### src/rtl/debounce_sync.sv
`default_nettype none
// ============================================================================
//  Module   : debounce_sync
//  Purpose  : Synchronises a raw asynchronous level into the clk domain,
//             rejects excursions shorter than STABLE_CYCLES samples, and
//             drives a clean registered level plus one-cycle edge pulses.
//  Ports    : clk         - system clock, rising-edge active
//             rst_n       - asynchronous active-low reset
//             d_async     - raw asynchronous input level
//             q           - debounced registered level
//             rise / fall - one-cycle pulses on q 0->1 / 1->0
//             busy        - a candidate transition is being qualified
//             glitch_cnt  - saturating count of rejected transitions
//  Revision : 1.0  initial release
// ============================================================================
module debounce_sync #(
  parameter int SYNC_STAGES   = 2,
  parameter int STABLE_CYCLES = 4,
  parameter int GLITCH_W      = 8
) (
  input  logic                clk,
  input  logic                rst_n,
  input  logic                d_async,
  output logic                q,
  output logic                rise,
  output logic                fall,
  output logic                busy,
  output logic [GLITCH_W-1:0] glitch_cnt
);

  localparam int CNT_W = $clog2(STABLE_CYCLES + 1);

  localparam logic [CNT_W-1:0] CNT_ZERO = '0;
  localparam logic [CNT_W-1:0] CNT_ONE  = CNT_W'(1);
  localparam logic [CNT_W-1:0] CNT_LAST = CNT_W'(STABLE_CYCLES - 1);

  localparam logic [1:0] S_LOW_STABLE  = 2'd0;
  localparam logic [1:0] S_WAIT_HIGH   = 2'd1;
  localparam logic [1:0] S_HIGH_STABLE = 2'd2;
  localparam logic [1:0] S_WAIT_LOW    = 2'd3;

  // --------------------------------------------------------------------------
  // Synchroniser: a plain shift chain, nothing between the flops.
  // --------------------------------------------------------------------------
  logic [SYNC_STAGES-1:0] sync_q;
  logic                   d_sync;

  always_ff @(posedge clk or negedge rst_n) begin
    if (!rst_n) begin
      sync_q <= '0;
    end else begin
      sync_q <= {sync_q[SYNC_STAGES-2:0], d_async};
    end
  end

  assign d_sync = sync_q[SYNC_STAGES-1];

  // --------------------------------------------------------------------------
  // FSM state and registered outputs
  // --------------------------------------------------------------------------
  logic [1:0]          state_q, state_d;
  logic [CNT_W-1:0]    cnt_q, cnt_d;
  logic                q_q, q_d;
  logic                rise_q, rise_d;
  logic                fall_q, fall_d;
  logic                busy_q, busy_d;
  logic [GLITCH_W-1:0] glitch_q, glitch_d;
  logic [GLITCH_W-1:0] glitch_inc;

  always_ff @(posedge clk or negedge rst_n) begin
    if (!rst_n) begin
      state_q  <= S_LOW_STABLE;
      cnt_q    <= CNT_ZERO;
      q_q      <= 1'b0;
      rise_q   <= 1'b0;
      fall_q   <= 1'b0;
      busy_q   <= 1'b0;
      glitch_q <= '0;
    end else begin
      state_q  <= state_d;
      cnt_q    <= cnt_d;
      q_q      <= q_d;
      rise_q   <= rise_d;
      fall_q   <= fall_d;
      busy_q   <= busy_d;
      glitch_q <= glitch_d;
    end
  end

  // Saturating increment: holds at all-ones instead of wrapping.
  assign glitch_inc = (glitch_q == {GLITCH_W{1'b1}}) ? glitch_q
                                                     : glitch_q + GLITCH_W'(1);

  // --------------------------------------------------------------------------
  // Next-state logic
  // --------------------------------------------------------------------------
  always_comb begin
    state_d  = state_q;
    cnt_d    = cnt_q;
    q_d      = q_q;
    rise_d   = 1'b0;
    fall_d   = 1'b0;
    glitch_d = glitch_q;

    case (state_q)
      S_LOW_STABLE: begin
        // The first high sample already counts toward the window.
        if (d_sync) begin
          state_d = S_WAIT_HIGH;
          cnt_d   = CNT_ONE;
        end
      end

      S_WAIT_HIGH: begin
        if (!d_sync) begin
          state_d  = S_LOW_STABLE;
          cnt_d    = CNT_ZERO;
          glitch_d = glitch_inc;
        end else if (cnt_q == CNT_LAST) begin
          state_d = S_HIGH_STABLE;
          cnt_d   = CNT_ZERO;
          q_d     = 1'b1;
          rise_d  = 1'b1;
        end else begin
          cnt_d = cnt_q + CNT_ONE;
        end
      end

      S_HIGH_STABLE: begin
        if (!d_sync) begin
          state_d = S_WAIT_LOW;
          cnt_d   = CNT_ONE;
        end
      end

      S_WAIT_LOW: begin
        if (d_sync) begin
          state_d  = S_HIGH_STABLE;
          cnt_d    = CNT_ZERO;
          glitch_d = glitch_inc;
        end else if (cnt_q == CNT_LAST) begin
          state_d = S_LOW_STABLE;
          cnt_d   = CNT_ZERO;
          q_d     = 1'b0;
          fall_d  = 1'b1;
        end else begin
          cnt_d = cnt_q + CNT_ONE;
        end
      end

      default: begin
        state_d = S_LOW_STABLE;
        cnt_d   = CNT_ZERO;
        q_d     = 1'b0;
      end
    endcase

    // busy is registered alongside the state, so it tracks state_q exactly.
    busy_d = (state_d == S_WAIT_HIGH) || (state_d == S_WAIT_LOW);
  end

  // --------------------------------------------------------------------------
  // Output logic
  // --------------------------------------------------------------------------
  always_comb begin
    q          = q_q;
    rise       = rise_q;
    fall       = fall_q;
    busy       = busy_q;
    glitch_cnt = glitch_q;
  end

endmodule
`default_nettype wire

### config.mk
export PLATFORM = sky130hd
export DESIGN_NAME = debounce_sync
export DESIGN_NICKNAME = d
export VERILOG_FILES = /design/src/rtl/debounce_sync.sv
export SDC_FILE = /design/constraint.sdc
export NUM_CORES = 1
export LEC_CHECK = 0
export ABC_AREA = 1
export CAP_MARGIN = 20
export CORE_MARGIN = 8
export CORE_UTILIZATION = 50
export CTS_BUF_LIST = sky130_fd_sc_hd__clkbuf_4 sky130_fd_sc_hd__clkbuf_8
export DETAILED_ROUTE_END_ITERATION = 7
export PLACE_DENSITY_LB_ADDON = 0.3
export SYNTH_ARGS = -nofsm -noshare
export SYNTH_HDL_FRONTEND = slang
export SYNTH_SLANG_ARGS = --single-unit
### constraint.sdc
create_clock -name clk -period 1.84 [get_ports clk]
set_input_delay 0.184 -clock clk [delete_from_list [all_inputs] [get_ports clk]]
set_output_delay 0.184 -clock clk [all_outputs]
set_load 0.01 [all_outputs]
==> Yosys cells after proc, flatten, opt, wreduce, memory -nomap -nowiden <==
Index checks and enable logic that the tools add are counted.
{ "totals": {"ff_bits": 19, "latch_bits": 0, "ramBits": 0, "romBits": 0, "input_bits": 3, "out_inout_bits": 12, "wordCells": 58, "mem_count": 0} }
{ "classes": {"n_addsub": 2, "n_mul": 0, "div_mod_pow": 0, "magnitude_cmp": 0, "eq_ne": 15, "n_shift": 0, "n_mux": 27, "bitwise_logic": 0, "n_reduce_logical": 6} }
{ "ops": {"columns": ["operator", "n"], "rows": [
  ["$mux W8", 3],
  ["$ne A2 B2 Y1 const B", 8],
  ["$pmux W8 S2", 1],
  ["$mux W3", 5],
  ["$mux W2", 6],
  ["$pmux W3 S4", 1],
  ["$mux W1", 9],
  ["$add A8 B1 Y8 const B", 1],
  ["$eq A8 B8 Y1 const B", 1],
  ["$pmux W2 S4", 1],
  ["$eq A2 B2 Y1 const B", 3],
  ["$reduce_and A5 Y1", 1],
  ["$eq A2 B1 Y1 const B", 2],
  ["$add A3 B1 Y3 const B", 1],
  ["$eq A3 B2 Y1 const B", 1],
  ["$reduce_and A3 Y1", 1],
  ["$logic_not A2 Y1", 1],
  ["$pmux W1 S2", 1],
  ["$reduce_and A2 Y1", 1],
  ["$reduce_bool A2 Y1", 1],
  ["$logic_or A1 B1 Y1", 1]
]} }

==> Longest topological paths before layout <==
Gate-level depths: netlist of run 1.
{ "depth": {"word_depth": 6, "ltp_mapped": 7, "depth_no_buf": 7} }

==> Least setup slack after synthesis of run 1 <==
Ideal clock, no wire load.
{ "synth_path": {"path_kind": "reg-to-reg", "start": "register glitch_q[0], in the netlist glitch_cnt[0]", "end": "register glitch_q[5], in the netlist glitch_cnt[5]", "setup_ns": 0.116, "arrival_ns": 1.115, "required_ns": 1.724, "setup_slack_ns": 0.609, "path_stages_with_launch": 7, "n_path_buf": 0, "synth_period_minus_slack_ns": 1.231, "cell_sequence": "dfrtp_1 -> ha_1 -> nand3_2 -> nor2_2 -> nor2_4 -> nand2_1 -> nand2_1"} }
{ "synth_via": {"elab_chain_cells": 4, "word_cells_on_any_way": 6, "classes_between": "add/sub (1); eq/ne (1); mux (4)"} }
{ "synth_lines": {"columns": ["element", "line", "rtl"], "rows": [
  ["from (decl)", "67", "logic [GLITCH_W-1:0] glitch_q, glitch_d;"],
  ["from (signal assigned)", "86", "glitch_q <= glitch_d;"],
  ["$add A8 B1 Y8 / $eq A8 B8 Y1 (equally long branches)", "92, 91", null],
  ["$mux W8 *", "91", "assign glitch_inc = (glitch_q == {GLITCH_W{1'b1}}) ? glitch_q"],
  ["$mux W8 (on tied branches)", "137, 115", null],
  ["$pmux W8 S2 *", "105", "case (state_q)"]
]} }
Mark *: on every way between the ends. The rest lies on a longest branch, timed or not. The select of a mux whose other input is x is not followed.
A chain may end at the register's enable or synchronous reset.

==> Worst setup path in the final report of run 1 <==
{ "layout_path": {"start": "register glitch_q[5], in the netlist glitch_cnt[5]", "end": "output port glitch_cnt[5]"} }
{ "layout_lines": {"columns": ["element", "line", "rtl"], "rows": [
  ["to (decl)", "28", "output logic [GLITCH_W-1:0] glitch_cnt"]
]} }
No word-level cell between the ends.

==> results.sh, run 1 <==
export IMPL_status="finished, final reports clean"
export IMPL_ant_nets=0
export IMPL_rsz0062_at_grt="false"
export IMPL_peakVddDrop_mv=0.7181
export IMPL_vias=732
export IMPL_final_nets=134
export IMPL_drc_errors=0
export IMPL_syn_num_nets=115
export IMPL_fp_dieH_um=58.92
export IMPL_worstSetupEndpointType="output port"
export IMPL_die_x_um=58.92
export IMPL_reg2reg_depth=6
export IMPL_hold_viol=0
export IMPL_critPathMaxFanout=6
export IMPL_clock_latency_ps=300
export IMPL_finalCoreUtilization=0.6514
export IMPL_cts_buffer_depth=2
export IMPL_avgSynthCellArea_um2=8.372
export IMPL_gp_congestion=0.8342
export IMPL_fin_setup_tns_ps=0
export IMPL_critical_path_class="reg -> out"
export IMPL_fmax_mhz=656.4
export IMPL_worst_pin_slew_ps=246.9
export IMPL_final_cell_mix="nand2_1 (42), dfrtp_1 (19), clkdlybuf4s50_1 (14)"
export IMPL_diodes=0
export IMPL_synth_async_sr_flop_share=1.000
export IMPL_dr_pass1_iters=4
export IMPL_setup_viol=0
export IMPL_multi_input_area_um2=391.6
export IMPL_cpMaxStageDelayCell="clkdlybuf4s50_1"
export IMPL_crit_arrival_ps=1340
export IMPL_fp_coreArea_um2=1727
export IMPL_fin_skew_ps=13.38
export IMPL_synthDistinctLibCells=18
export IMPL_syn2layout_area_growth_pct=22.15
export IMPL_std_cell_rows=15
export IMPL_r2r_end="q"
export IMPL_p_int_uw=886.4
export IMPL_seq_area_um2=475.5
export IMPL_max_stage_delay_ps=570
export IMPL_finalWirelength_um=1727
export IMPL_cp_cell_sequence="clkdlybuf4s50_1"
export IMPL_fillers=147
export IMPL_start_kind="flip-flop"
export IMPL_numClockSinks=19
export IMPL_antenna_found_initial=0
export IMPL_layout_commonest_cell="nand2_1"
export IMPL_reg2reg_setup_slack_ps=490
export IMPL_cp_num_buf_inv=1
export IMPL_grt_pass1_vias=708
export IMPL_slew_headroom=0.8354
export IMPL_htreeDepth=1
export IMPL_start_util=0.5333
export IMPL_required_ps=1660
export IMPL_grt_pass1_wl_um=2994
export IMPL_die_area_um2=3471
export IMPL_power_frac_comb=0.388
export IMPL_drt_iter0_drc=18
export IMPL_cts_root_buf="clkbuf_4"
export IMPL_yosysSeqAreaShare=0.5163
export IMPL_drive_gt1_frac=0.1406
export IMPL_seq_power_share=0.454
export IMPL_pwr_share_clk=0.157
export IMPL_grt_usage=0.1129
export IMPL_min_path_type="in -> async"
export IMPL_ctsHoldBuffers=0
export IMPL_synth_cells=110
export IMPL_clk_pin_slew_ps=110
export IMPL_power_switching_uw=556.6
export IMPL_switching_share=0.3857
export IMPL_grt_max_degree=20
export IMPL_numCtsBuffers=3
export IMPL_postCtsSetupRepairBufs=0
export IMPL_grt_remaining_overflow=0
export IMPL_synth_seq_cells=19
export IMPL_wl_per_cell_um=11.29
export IMPL_pwr_density_cell_nw_per_um2=1283
export IMPL_dp_hpwl_um=1247
export IMPL_synth_ff_type="dfrtp_1"
export IMPL_cts_repair_resized=0
export IMPL_portBuffers=14
export IMPL_routed_via_density=4.784
export IMPL_period_needed_ps=1523
export IMPL_cts_tree="built"
export IMPL_slew_viol_final=0
export IMPL_cap_viol_max_count=0
export IMPL_r2r_start="cnt_q[0]"
export IMPL_crit_family="buffers and inverters"
export IMPL_synth_edff_count=0
export IMPL_yosysWarnings=0
export IMPL_syn_area_um2=920.9
export IMPL_timing_final_crit_share=0.8280
export IMPL_io_pins=15
export IMPL_p_leak_nw=0.5610
worst max-delay path by stage:
stage	startpoint	end	cells past startpoint
final	glitch_cnt[5]	glitch_cnt[5]	1
after global routing	glitch_cnt[2]	glitch_cnt[2]	1
after CTS	glitch_cnt[4]	glitch_cnt[4]	1
after detailed placement	cnt_q[0]	q	6
after global placement	glitch_cnt[0]	glitch_cnt[2]	6
after floorplan	glitch_cnt[0]	glitch_cnt[5]	6
routing by layer:
layer	share of wire	track usage	up-vias
li1	-	-	373
met1	0.47	0.1295	343
met2	0.46	0.1745	11
met3	0.043	0.03478	5
met4	0.025	0.07850	0
met5	0	0	-
Yosys cell counts (2+ instances only):
| library cell | n | share of area |
|---|---|---|
| nor2_2 | 2 | 0.014 |
| xor2_1 | 2 | 0.019 |
| o21ai_0 | 6 | 0.033 |
| nand2_1 | 42 | 0.17 |
| nand2_2 | 4 | 0.027 |
| nand3_2 | 2 | 0.022 |
| inv_2 | 2 | 0.0082 |
| a21oi_1 | 2 | 0.011 |
| nand3_1 | 5 | 0.027 |
| nor2_1 | 5 | 0.020 |
| dfrtp_1 | 19 | 0.52 |
| ha_1 | 2 | 0.027 |
| inv_1 | 11 | 0.045 |
| nor2_4 | 2 | 0.024 |
area by class of cell:
cell class	instances	share of cell area
Sequential cell	19	0.4227
Multi-Input combinational cell	77	0.3482
Timing Repair Buffer	15	0.1313
Inverter	13	0.04338
Tap cell	25	0.02781
Clock buffer	4	0.02670
sequential cells by signal, indices dropped and copies added, names as in the netlist:
register    cells
cnt_q           3
fall            1
sync_q          2
busy            1
state_q         2
glitch_cnt      8
q               1
rise            1
power by group through the flow:
stage / combinational (mW) / clock [mW] / sequential, mW
final: 0.561 / 0.227 / 0.656
after global routing: 0.631 / 0.260 / 0.673
after CTS: 0.568 / 0.235 / 0.656
after detailed placement: 0.566 / 0 / 0.664
after global placement: 0.543 / 0 / 0.653
after floorplan: 0.330 / 0 / 0.661
stage by stage:
| step | std cells | hold slack, ps | power (mW) | area, um^2 | worst slack (ps) |
|---|---|---|---|---|---|
| final | 153 | 196.4 | 1.443 | 1125 | 316.6 |
| after global routing | 153 | 195.4 | 1.564 | 1125 | 249.8 |
| after floorplan | 110 | -111.6 | 0.9914 | 920.9 | 609.0 |
| after global placement | 149 | 331.7 | 1.196 | 1095 | 590.5 |
| after CTS | 153 | 194.8 | 1.459 | 1125 | 306.2 |
| after detailed placement | 149 | 339.6 | 1.230 | 1095 | 487.8 |
kinds of logic (layout without fill, tap and decap cells):
logic type	Yosys count	count (layout)	synth area share
fa+ha+maj	2	2	0.02717
flops	19	19	0.5163
xor+xnor	3	3	0.02854
compound gates	9	9	0.05164
simple gates	63	63	0.3179
buf+inv	14	32	0.05842
(Power assumes the default switching activity.)
==> inputs of run 2 (changes only) <==
--- a/config.mk
+++ b/config.mk
@@ -8,7 +8,7 @@
 export ABC_AREA = 1
 export CAP_MARGIN = 20
 export CORE_MARGIN = 8
-export CORE_UTILIZATION = 50
+export CORE_UTILIZATION = 49
 export CTS_BUF_LIST = sky130_fd_sc_hd__clkbuf_4 sky130_fd_sc_hd__clkbuf_8
 export DETAILED_ROUTE_END_ITERATION = 7
 export PLACE_DENSITY_LB_ADDON = 0.3
==> constraint.sdc (replaced) <==
create_clock -name clk -period 1.37 [get_ports clk]
set_input_delay 0.137 -clock clk [delete_from_list [all_inputs] [get_ports clk]]
set_output_delay 0.137 -clock clk [all_outputs]
set_load 0.01 [all_outputs]
==> results.sh, run 2 (same netlist as run 1, synthesis figures left out) <==
export IMPL_power_switching_uw=812.4
export IMPL_htreeDepth=1
export IMPL_worst_slack_ps=32.16
export IMPL_diodes=0
export IMPL_fin_setup_tns_ps=0
export IMPL_cpMaxStageDelayCell="clkdlybuf4s50_1"
export IMPL_vias=785
export IMPL_finalCoreUtilization=0.7018
export IMPL_power_frac_comb=0.457
export IMPL_required_ps=1230
export IMPL_wl_met1_um=922
export IMPL_drc_errors=0
export IMPL_routed_via_density=4.846
export IMPL_worstSetupEndpointType="output port"
export IMPL_dp_hpwl_um=1300
export IMPL_crit_arrival_ps=1200
export IMPL_peakVddDrop_mv=1.183
export IMPL_critical_path_class="reg -> out"
export IMPL_final_cell_mix="nand2_1 (42), dfrtp_1 (17), inv_1 (11)"
export IMPL_wl_met2_um=1011
export IMPL_grt_pass1_vias=802
export IMPL_cts_root_buf="clkbuf_4"
export IMPL_grt_usage=0.1251
export IMPL_rsz0062_at_grt="false"
export IMPL_io_pins=15
export IMPL_status="finished, final reports clean"
export IMPL_route_met3_wl_um=76
export IMPL_period_needed_ps=1338
export IMPL_gp_congestion=0.8069
export IMPL_largest_reg_flops=8
export IMPL_cts_tree="built"
export IMPL_layout_commonest_cell="nand2_1"
export IMPL_syn2layout_area_growth_pct=33.02
export IMPL_die_area_um2=3522
export IMPL_p_int_mw=1.301
export IMPL_cp_num_buf_inv=1
export IMPL_ctsHoldBuffers=0
export IMPL_clock_latency_ps=300
export IMPL_highest_layer="met4"
export IMPL_dr_pass1_iters=4
export IMPL_fp_coreArea_um2=1745
export IMPL_p_leak_nw=0.6964
export IMPL_pwr_share_clk=0.144
export IMPL_antenna_found_initial=0
export IMPL_dp_slack_ps=96.30
export IMPL_grt_remaining_overflow=0
export IMPL_setup_viol=0
export IMPL_numCtsBuffers=3
export IMPL_cap_viol_max_count=0
export IMPL_die_x_um=59.35
export IMPL_numClockSinks=19
export IMPL_fp_dieH_um=59.35
export IMPL_portBuffers=14
export IMPL_clk_pin_slew_ps=120
export IMPL_grt_max_degree=20
export IMPL_start_kind="flip-flop"
export IMPL_worst_pin_slew_ps=252.1
export IMPL_slew_viol_final=0
export IMPL_std_cell_rows=15
export IMPL_critPathMaxFanout=2
export IMPL_finalWirelength_um=2022
export IMPL_crit_family="buffers and inverters"
export IMPL_start_util=0.5276
export IMPL_hold_viol=0
export IMPL_pwr_density_cell_nw_per_um2=1725
export IMPL_cp_cell_sequence="clkdlybuf4s50_1"
export IMPL_wl_per_cell_um=12.48
export IMPL_min_path_type="in -> async"
export IMPL_max_stage_delay_ps=540
export IMPL_fmax_mhz=747.5
export IMPL_ant_nets=0
export IMPL_timing_final_crit_share=0.9765
export IMPL_slew_headroom=0.8319
export IMPL_fin_skew_ps=16.41
export IMPL_grt_pass1_wl_um=3443
export IMPL_seq_power_share=0.399
export IMPL_cts_buffer_depth=2
export IMPL_drive_gt1_frac=0.2190
export IMPL_drt_iter0_drc=11
export IMPL_final_nets=143
export IMPL_fillers=153
export IMPL_switching_share=0.3844
[run 2: repair_timing]
item,in CTS,in global routing
pin swaps,0,0
setup endpoints to repair,8,13
gates cloned,0,0
buffers inserted,7,1
gates resized for setup,4,9
[run 2: stage by stage]
| step | total power, mW | hold WS [ps] | instances | area [um^2] |
|---|---|---|---|---|
| finish | 2.113 | 147.9 | 162 | 1225 |
| global route | 2.267 | 165.9 | 162 | 1225 |
| CTS | 2.055 | 157.0 | 161 | 1185 |
| detailed placement | 1.659 | 336.3 | 150 | 1102 |
| global placement | 1.626 | 334.6 | 150 | 1102 |
| floorplan | 1.332 | -158.6 | 110 | 920.9 |
[run 2: layer usage]
metal / GRT usage / vias up
met4: 0.06485 / 0
met5: 0 / -
met1: 0.1489 / 379
li1: - / 391
met3: 0.03471 / 2
met2: 0.1988 / 13
[run 2: path summary, 6_finish.rpt]
check                               from            end  slack, ps  depth (start not counted)
min in group clk                 d_async      sync_q[0]        280                          1
min                                rst_n  glitch_cnt[3]        150                          2
max in group asynchronous          rst_n  glitch_cnt[2]        990                          2
max                                    q              q         30                          1
min reg2reg                    sync_q[0]      sync_q[1]        360                          0
max reg2reg                glitch_cnt[1]  glitch_cnt[3]         80                          7
[run 2: worst reg2reg max path: stages, from the launching register on]
cell and delay (ps):
dfrtp_1 410, buf_4 160, ha_4 170, nand3_4 90, nor2_2 70, nor2_4 170, nand2_1 70, nand2_1 90
[run 2: layout make-up]
type / instances / area, um^2 / share of cell area
Clock buffer: 4 / 30.03 / 0.02451
Inverter: 13 / 48.80 / 0.03984
Multi-Input combinational cell: 77 / 411.6 / 0.3361
Sequential cell: 19 / 478.0 / 0.3902
Tap cell: 25 / 31.28 / 0.02554
Timing Repair Buffer: 24 / 225.2 / 0.1839
[run 2: power groups by stage]
stage	clock network [mW]	registers (mW)	logic, mW
6_report	0.304	0.843	0.967
5_1_grt	0.334	0.860	1.07
4_1_cts	0.311	0.834	0.910
3_5_place_dp	0	0.891	0.768
3_3_place_gp	0	0.881	0.745
2_1_floorplan	0	0.888	0.443
==> inputs of run 3 (changes only) <==
--- a/config.mk
+++ b/config.mk
@@ -5,11 +5,11 @@
 export SDC_FILE = /design/constraint.sdc
 export NUM_CORES = 1
 export LEC_CHECK = 0
-export ABC_AREA = 1
 export CAP_MARGIN = 20
 export CORE_MARGIN = 8
-export CORE_UTILIZATION = 49
+export CORE_UTILIZATION = 47
 export CTS_BUF_LIST = sky130_fd_sc_hd__clkbuf_4 sky130_fd_sc_hd__clkbuf_8
+export CTS_CLUSTER_SIZE = 20
 export DETAILED_ROUTE_END_ITERATION = 7
 export PLACE_DENSITY_LB_ADDON = 0.3
 export SYNTH_ARGS = -nofsm -noshare
==> results.sh, run 3 <==
export IMPL_fillers=136
export IMPL_avgSynthCellArea_um2=11.61
export IMPL_period_needed_ps=1340
export IMPL_std_cell_rows=15
export IMPL_ctsHoldBuffers=0
export IMPL_synthXorXnorAreaFrac=0.08346
export IMPL_status="finished, final reports clean"
export IMPL_place_area_um2=1081
export IMPL_final_cell_mix="dfrtp_1 (18), buf_4 (12), nand2_1 (8), dlygate4sd2_1 (8)"
export IMPL_synth_seq_cells=19
export IMPL_peakVddDrop_mv=0.9451
export IMPL_synth_top_family_by_area="simple AND/OR/NAND/NOR gates"
export IMPL_r2r_start="cnt_q[0]"
export IMPL_ant_nets=0
export IMPL_fmax_mhz=746.2
export IMPL_yosys_cell_count_top_type="dfrtp_1"
export IMPL_required_ps=1560
export IMPL_cts_buffer_depth=2
export IMPL_diodes=0
export IMPL_syn2layout_area_growth_pct=37.33
export IMPL_setup_viol=0
export IMPL_yosysSeqAreaShare=0.5766
export IMPL_power_mw=2.060
export IMPL_synth_compound_area_frac=0.05463
export IMPL_fp_dieH_um=57.89
export IMPL_grt_remaining_overflow=0
export IMPL_timing_final_crit_share=0.9782
export IMPL_start_kind="flip-flop"
export IMPL_routed_via_density=5.265
export IMPL_final_area_um2=1132
export IMPL_reg2reg_depth=5
export IMPL_fp_coreArea_um2=1689
export IMPL_synth_mux_area_frac=0.02580
export IMPL_synth_cells=71
export IMPL_vias=616
export IMPL_crit_start="cnt_q[0]"
export IMPL_grt_pass1_wl_um=2822
export IMPL_finalWirelength_um=1603
export IMPL_die_x_um=57.89
export IMPL_antenna_found_initial=0
export IMPL_wl_per_cell_um=13.70
export IMPL_portBuffers=14
export IMPL_layout_commonest_cell="dfrtp_1"
export IMPL_synth_async_sr_flop_share=1.000
export IMPL_largest_reg_flops=8
export IMPL_start_util=0.4881
export IMPL_grt_max_degree=20
export IMPL_fin_skew_ps=2.626
export IMPL_whs_ps=151.8
export IMPL_synth_top_cells_by_count="dfrtp_1 (19), nand2_1 (9), nor2_1 (6), xnor2_1 (4)"
export IMPL_die_area_um2=3351
export IMPL_grt_usage=0.1067
export IMPL_gp_congestion=0.8039
export IMPL_synth_simple_area_share=0.2185
export IMPL_reg2reg_setup_slack_ps=30
export IMPL_numCtsBuffers=3
export IMPL_final_nets=106
export IMPL_synth_edff_count=0
export IMPL_syn_area_um2=824.5
export IMPL_cts_tree="built"
export IMPL_dr_pass1_iters=4
export IMPL_synthAdderAreaFrac=0.03035
export IMPL_syn_num_nets=76
export IMPL_io_pins=15
export IMPL_hold_viol=0
export IMPL_worst_pin_slew_ps=305.7
export IMPL_slew_headroom=0.7961
export IMPL_synth_ff_type="dfrtp_1"
export IMPL_clk_pin_slew_ps=110
export IMPL_crit_arrival_ps=1530
export IMPL_dp_hpwl_um=1181
export IMPL_cts_root_buf="clkbuf_4"
export IMPL_slew_viol_final=0
export IMPL_yosysWarnings=0
export IMPL_grt_pass1_vias=684
export IMPL_rsz0062_at_grt="true"
export IMPL_drive_gt1_frac=0.3100
export IMPL_htreeDepth=1
export IMPL_synthTopCellsByArea="dfrtp_1 (58%), xnor2_1 (4.2%), nand2_1 (4.1%)"
export IMPL_yosysTopAreaCellShare=0.5766
export IMPL_drc_errors=0
export IMPL_worstSetupEndpointType="flip-flop"
export IMPL_pwr_density_cell_nw_per_um2=1819
export IMPL_critical_path_class="reg -> reg"
export IMPL_critPathMaxFanout=4
export IMPL_numClockSinks=19
export IMPL_cap_viol_max_count=0
export IMPL_min_path_type="in -> async"
export IMPL_synth_area_leader_cell="dfrtp_1"
export IMPL_synthDistinctLibCells=27
export IMPL_clock_latency_ps=300
export IMPL_r2r_end="q"
export IMPL_drt_iter0_drc=11
export IMPL_p_leak_nw=0.5557
==> run 3: logic make-up after synthesis <==
| family | count (synthesis) |
|---|---|
| and+or+nand+nor | 31 |
| DFF | 19 |
| AOI/OAI and AO/OA | 8 |
| xor gates and xnor gates | 7 |
| buffers and inverters | 2 |
| muxes | 2 |
| adders and majority gates | 2 |
==> run 3: area by class of cell <==
class,count,area (um^2),share of cell area
Timing Repair Buffer,26,222.7,0.1967
Inverter,1,3.754,0.003315
Tap cell,17,21.27,0.01878
Clock inverter,1,5.005,0.004420
Sequential cell,19,476.7,0.4210
Clock buffer,3,22.52,0.01989
Multi-Input combinational cell,50,380.4,0.3359
==> run 3: how the worst max path moves through the flow <==
stage                     to  slack [ps]  depth (start not counted)
2_1_floorplan  glitch_cnt[1]          -6                          5
3_3_place_gp   glitch_cnt[1]          70                          5
3_5_place_dp   glitch_cnt[1]          40                          5
4_1_cts                    q           5                          1
5_1_grt                    q         -50                          5
6_report                   q          30                          5
==> run 3: critical path: stages (launching register included) <==
cell,delay (ps)
dfrtp_1,410
ha_1,210
nor2b_2,160
and2_1,200
a21oi_2,150
o21ai_0,90
==> run 3: routing by layer <==
metal,global-route usage,up-vias,share of wire
met5,0,-,0
met4,0.06294,0,0.024
met3,0.02428,5,0.057
met2,0.1640,19,0.47
met1,0.1329,290,0.45
li1,-,302,-
==> run 3: report_power, final <==
group / leakage (nW) / internal (mW) / switching, mW / total [mW]
logic: 0.302 / 0.501 / 0.424 / 0.925
clock network: 0.0177 / 0.109 / 0.179 / 0.288
registers: 0.236 / 0.721 / 0.126 / 0.846
==> run 3: metrics by stage <==
step | std cells | util | setup TNS [ps] | setup slack (ps)
2_1_floorplan | 71 | - | -5.774 | -5.774
3_3_place_gp | 112 | 0.6400 | 0 | 70.54
3_5_place_dp | 112 | 0.6400 | 0 | 38.39
4_1_cts | 116 | 0.6504 | 0 | 4.902
5_1_grt | 117 | 0.6704 | -74.62 | -51.23
6_report | 117 | 0.6704 | 0 | 29.88
==> run 3: repair_timing <==
action | CTS | global route
setup endpoints to repair | 8 | 6
pin swaps | 0 | 2
cloned | 0 | 0
gates resized for setup | 8 | 7
buffers inserted | 0 | 1
